--- config.mk ---
export PLATFORM = sky130hd
export DESIGN_NAME = stp_rx_ctrl
export DESIGN_NICKNAME = d
export VERILOG_FILES = /design/src/rtl/stp_rx_pkg.sv /design/src/rtl/sync_edge_det.sv /design/src/rtl/stp_rx_ctrl.sv
export SDC_FILE = /design/constraint.sdc
export NUM_CORES = 1
export LEC_CHECK = 0
export CAP_MARGIN = 20
export CORE_AREA = 4 4 67 115
export DETAILED_ROUTE_END_ITERATION = 12
export DIE_AREA = 0 0 71 119
export PLACE_DENSITY = 0.51
export SYNTH_ARGS = -nofsm -noshare
export SYNTH_HDL_FRONTEND = slang
export SYNTH_HIERARCHICAL = 1
export SYNTH_SLANG_ARGS = --single-unit
--- constraint.sdc ---
create_clock -name clk -period 2.7 [get_ports clk]
set_input_delay 0.54 -clock clk [delete_from_list [all_inputs] [get_ports clk]]
set_output_delay 0.54 -clock clk [all_outputs]
set_load 0.01 [all_outputs]
--- src/rtl/stp_rx_pkg.sv ---
// Shared types and defaults for the serial-to-parallel receive controller.
package stp_rx_pkg;
    typedef enum logic [1:0] {
        IDLE  = 2'd0,
        SHIFT = 2'd1,
        LOAD  = 2'd2
    } rx_state_t;

    localparam int NUM_BITS_DEF = 24;
    localparam int CNT_W_DEF    = 5;
endpackage

--- src/rtl/sync_edge_det.sv ---
// Multi-stage input synchronizer; channel edge_i also gets a rising-edge pulse.
module sync_edge_det #(
    parameter int STAGES = 2,
    parameter int WIDTH  = 2
) (
    input  logic             clk,
    input  logic             n_rst,
    input  logic             edge_i,
    input  logic [WIDTH-1:0] data_i,
    output logic             rise_o,
    output logic [WIDTH-1:0] data_o
);
    logic [STAGES-1:0][WIDTH:0] pipe_q;
    logic                       edge_dly_q;

    always_ff @(posedge clk or negedge n_rst) begin
        if (!n_rst) begin
            pipe_q     <= '0;
            edge_dly_q <= 1'b0;
        end else begin
            pipe_q[0] <= {data_i, edge_i};
            for (int i = 1; i < STAGES; i++) begin
                pipe_q[i] <= pipe_q[i-1];
            end
            edge_dly_q <= pipe_q[STAGES-1][0];
        end
    end

    assign rise_o = pipe_q[STAGES-1][0] & ~edge_dly_q;
    assign data_o = pipe_q[STAGES-1][WIDTH:1];
endmodule

--- src/rtl/stp_rx_ctrl.sv ---
// Sequences an external LSB-first shift register from a synchronized
// bit clock and hands completed words out over a valid/ready port.
module stp_rx_ctrl
    import stp_rx_pkg::*;
#(
    parameter int NUM_BITS    = NUM_BITS_DEF,
    parameter int CNT_W       = CNT_W_DEF,
    parameter int SYNC_STAGES = 2
) (
    input  logic                clk,
    input  logic                n_rst,
    input  logic                enable,
    input  logic                sclk,
    input  logic                fsync,
    input  logic                sdata,
    output logic                serial_sync,
    output logic                shift_enable,
    input  logic [NUM_BITS-1:0] sr_data,
    output logic [NUM_BITS-1:0] rx_data,
    output logic                rx_valid,
    input  logic                rx_ready,
    input  logic                clear_err,
    output logic                overrun_err,
    output logic                framing_err
);
    localparam logic [CNT_W-1:0] LAST = CNT_W'(NUM_BITS - 1);

    rx_state_t           state_q, state_d;
    logic [CNT_W-1:0]    cnt_q, cnt_d;
    logic [NUM_BITS-1:0] rx_data_q, rx_data_d;
    logic                rx_valid_q, rx_valid_d;
    logic                ovr_q, ovr_d;
    logic                fe_q, fe_d;
    logic                sclk_rise, fsync_sync;
    logic                load, set_fe;

    sync_edge_det #(
        .STAGES(SYNC_STAGES),
        .WIDTH (2)
    ) u_sync (
        .clk   (clk),
        .n_rst (n_rst),
        .edge_i(sclk),
        .data_i({sdata, fsync}),
        .rise_o(sclk_rise),
        .data_o({serial_sync, fsync_sync})
    );

    always_comb begin
        state_d      = state_q;
        cnt_d        = cnt_q;
        shift_enable = 1'b0;
        load         = 1'b0;
        set_fe       = 1'b0;
        if (!enable) begin
            state_d = IDLE;
            cnt_d   = '0;
        end else begin
            unique case (state_q)
                IDLE: begin
                    if (sclk_rise && fsync_sync) begin
                        state_d = SHIFT;
                        cnt_d   = '0;
                    end
                end
                SHIFT: begin
                    if (sclk_rise) begin
                        if (fsync_sync) begin
                            // Mid-word fsync resyncs; at bit 0 it is a long fsync.
                            cnt_d  = '0;
                            set_fe = (cnt_q != '0);
                        end else begin
                            shift_enable = 1'b1;
                            if (cnt_q == LAST) begin
                                state_d = LOAD;
                                cnt_d   = '0;
                            end else begin
                                cnt_d = cnt_q + CNT_W'(1);
                            end
                        end
                    end
                end
                LOAD: begin
                    load    = 1'b1;
                    state_d = IDLE;
                end
                default: state_d = IDLE;
            endcase
        end
    end

    always_comb begin
        rx_data_d  = load ? sr_data : rx_data_q;
        rx_valid_d = load | (rx_valid_q & ~rx_ready);
        ovr_d      = (ovr_q & ~clear_err) | (load & rx_valid_q & ~rx_ready);
        fe_d       = (fe_q & ~clear_err) | set_fe;
    end

    always_ff @(posedge clk or negedge n_rst) begin
        if (!n_rst) begin
            state_q    <= IDLE;
            cnt_q      <= '0;
            rx_data_q  <= '0;
            rx_valid_q <= 1'b0;
            ovr_q      <= 1'b0;
            fe_q       <= 1'b0;
        end else begin
            state_q    <= state_d;
            cnt_q      <= cnt_d;
            rx_data_q  <= rx_data_d;
            rx_valid_q <= rx_valid_d;
            ovr_q      <= ovr_d;
            fe_q       <= fe_d;
        end
    end

    assign rx_data     = rx_data_q;
    assign rx_valid    = rx_valid_q;
    assign overrun_err = ovr_q;
    assign framing_err = fe_q;
endmodule

==> metrics.md <==
| Metric | Value |
|---|---|
| TritonCTS clock tree | `done` |
| Synth cell types | `33` |
| Routability congestion estimate | `0.735` |
| Total design power | `1.38 mW` |
| Post-CTS Resized | `0` |
| Slew Limit Fails | `0` |
| Worst setup SP type | `input port` |
| Worst Path Required | `2160 ps` |
| Diode count | `0` |
| Final Worst Setup Slack | `143 ps` |
| Hold path depth | `0` |
| Starting Density | `24.2%` |
| Routed Antenna Nets | `0` |
| Avg Inst Size Synth | `14.8 um^2` |
| Flops & latches, synth | `41` |
| Routed len/inst | `14.1 um` |
| GR Overflow Total | `0` |
| Fin crit period | `2560 ps` |
| Number of global-route vias before repair | `1287` |
| Top Ports | `61` |
| Final setup violation count | `0` |
| WHS Endpoint | `u_sync/pipe_q[3]` |
| Max Cap Violations | `0` |
| DR pass1 iterations | `5` |
| FFs w/ async S/R, synth | `100%` |
| Mapped cell area | `1650 um^2` |
| Area Overhead vs Synth | `51.3%` |
| Clock slew at reported path FFs | `50 ps` |
| R2r startpoint | `u_sync/edge_dly_q` |
| Syn Nets | `145` |
| Layout cells sized above 1 | `22.2%` |
| Clk_skew | `4.02 ps` |
| Pre-CTS WS | `154 ps` |
| Starting DRT DRC Count | `54` |
| Synth area leader | `dfrtp_1` |
| Leak pwr | `1.15 nW` |
| Global-route wire length before repair | `6340 um` |
| Worst-Skew Late Latency | `270 ps` |
| Synthesized instance count | `111` |
| Share of Yosys cell area claimed by the top area cell type | `62.4%` |
| Power density over the cells | `554 nW/um^2` |
| Yosys warns | `6` |
| Sw Pwr | `248 uW` |
| Sequential share of power | `45.4%` |
| Peak Freq | `0.391 GHz` |
| Register area share after synthesis | `62.4%` |
| Internal | `1.13 mW` |
| Crit path max fanout | `3` |
| Tot GR Track Use | `9.56%` |
| Sw frac | `18.0%` |
| Hold Crit Class | `flip-flop to flip-flop` |
| IO Port Bufs | `60` |
| Fin crit share | `94.7%` |
| Placement row count | `40` |
| Cells after DPL | `252` |
| Post-synth EDFFs | `0` |
| Via density | `4.35` |
| CP Data Arrival Time | `2020 ps` |
| Min-delay src | `u_sync/pipe_q[0]` |
| Count leader, synth | `dfrtp_1` |
| WHS | `357 ps` |
| Fin Setup TNS | `0 ps` |
| RSZ-0062 raised after global routing | `false` |
| DRC | `0` |
| Final Instance Count excl. Fillers | `260` |
| CTS buffer count | `5` |
| Worst ir drop on vdd | `0.000265 V` |
| Synth top cells by count | `41 x dfrtp_1, 24 x mux2_2, 5 x inv_1, 3 x nor2_1, 3 x o21ai_0` |
| Largest net degree at the start of global routing | `42` |
| Post-Route WL | `3680 um` |
| Logic gate share of total power | `5.4%` |
| FF+latch area | `1030 um^2` |
| R2R depth | `5` |
| Root buffer cell | `clkbuf_16` |
| Antenna violations before repair | `0` |
| Layout Nets | `209` |
| Slew HR | `38.5%` |
| Top cells by area, synth | `dfrtp_1 62%, mux2_2 16%, ha_1 1.5%` |
| Final Hold Viols | `0` |
| H-tree depth | `2` |
| Layout filler cell count | `676` |
| Die Width | `71 um` |
| Post-CTS setup buffer count | `0` |
| R2R Setup Slk | `1200 ps` |
| Die height | `119 um` |
| Clock Power Share | `49.2%` |
| Critical path capture point type | `output port` |
| CTS Hold Buffers Added | `0` |
| Worst slew pin tran | `923 ps` |
| Via Count | `1130` |
| Critical path class | `input port to output port` |
| Hpwl dp | `2720 um` |
| Status | `completed` |
| Synth Flop Type | `dfrtp_1` |
| Reg2reg end | `cnt_q[3]` |
| Multi-input gate area | `559 um^2` |
| Total core area | `6810 um^2` |
| Clock Sinks | `41` |
| Die ar. | `8450 um^2` |
| Clock Path Buffers | `2` |
==> flip-flops by register name (all words and copies together), names as in the netlist <==
signal / cells
cnt_q: 5
rx_data: 24
overrun_err: 1
u_sync/pipe_q: 4
rx_valid: 1
u_sync/edge_dly_q: 1
u_sync/data_o: 2
state_q: 2
framing_err: 1
==> metrics by stage <==
stage	area [um^2]	utilization (%)
after CTS	2490	36.6
final	2490	36.6
after detailed placement	2320	34.0
after floorplan	1650	-
after global placement	2320	34.0
after global routing	2490	36.6
==> cells by family (layout without fill, tap and decap cells) <==
group	after synthesis	count (layout)	synth area share (%)
DFF	41	41	62.4
muxes	25	25	17.1
and+or+nand+nor	21	21	10.6
AOI/OAI and AO/OA	12	12	4.79
buffers and inverters	10	75	3.65
adders and majority gates	2	2	1.52
==> worst max path at each step <==
| stage | slack [ps] | from | to | depth (start not counted) |
|---|---|---|---|---|
| 2_1_floorplan | 1180 | u_sync/data_o[0] | shift_enable | 4 |
| 3_3_place_gp | 190 | enable | shift_enable | 5 |
| 3_5_place_dp | 150 | enable | shift_enable | 5 |
| 4_1_cts | 140 | enable | shift_enable | 5 |
| 5_1_grt | 80 | enable | shift_enable | 5 |
| 6_report | 140 | enable | shift_enable | 5 |
==> power by group through the flow <==
stage | clock network, mW | registers [mW] | logic, mW
2_1_floorplan | 0 | 0.635 | 0.0157
3_3_place_gp | 0 | 0.636 | 0.0737
3_5_place_dp | 0 | 0.637 | 0.0756
4_1_cts | 0.707 | 0.626 | 0.0761
5_1_grt | 0.731 | 0.626 | 0.0816
6_report | 0.679 | 0.626 | 0.0741
==> worst max-delay path, cell delays in order <==
cell and delay, ps:
clkdlybuf4s50_1 490, nor4bb_4 270, nand2_2 120, clkinv_1 70, clkdlybuf4s50_1 520
==> area by class of cell <==
| class | count | share of cell area [%] |
|---|---|---|
| clock buffer | 7 | 5.73 |
| multi-input combinational | 60 | 22.5 |
| tap | 84 | 4.22 |
| inverter | 6 | 0.905 |
| sequential | 41 | 41.2 |
| timing repair buffer | 61 | 24.2 |
| clock inverter | 1 | 1.21 |
==> routing by layer <==
metal | track usage (%) | wire (um) | vias up
met1 | 10.0 | 1290 | 573
met5 | 0 | 0 | -
met3 | 2.36 | 168 | 6
li1 | - | - | 515
met2 | 17.3 | 2140 | 36
met4 | 4.59 | 82 | 0
==> placed cells by master (no fill, tap or decap), drive strengths merged <==
master,n
o21ai,4
a22o,2
clkbuf,7
and4b,1
bufinv,1
buf,2
nand4b,1
mux2,25
nand3b,2
ha,2
a22oi,1
nand3,1
dfrtp,41
nand4bb,1
a21oi,1
nor4bb,1
o31a,1
o22ai,2
a21o,1
and3,1
clkinv,1
nor4b,1
nand2b,1
nor2,4
inv,5
nand4,1
nand2,3
nor2b,3
clkdlybuf4s50,59
(Power assumes the default switching activity.)
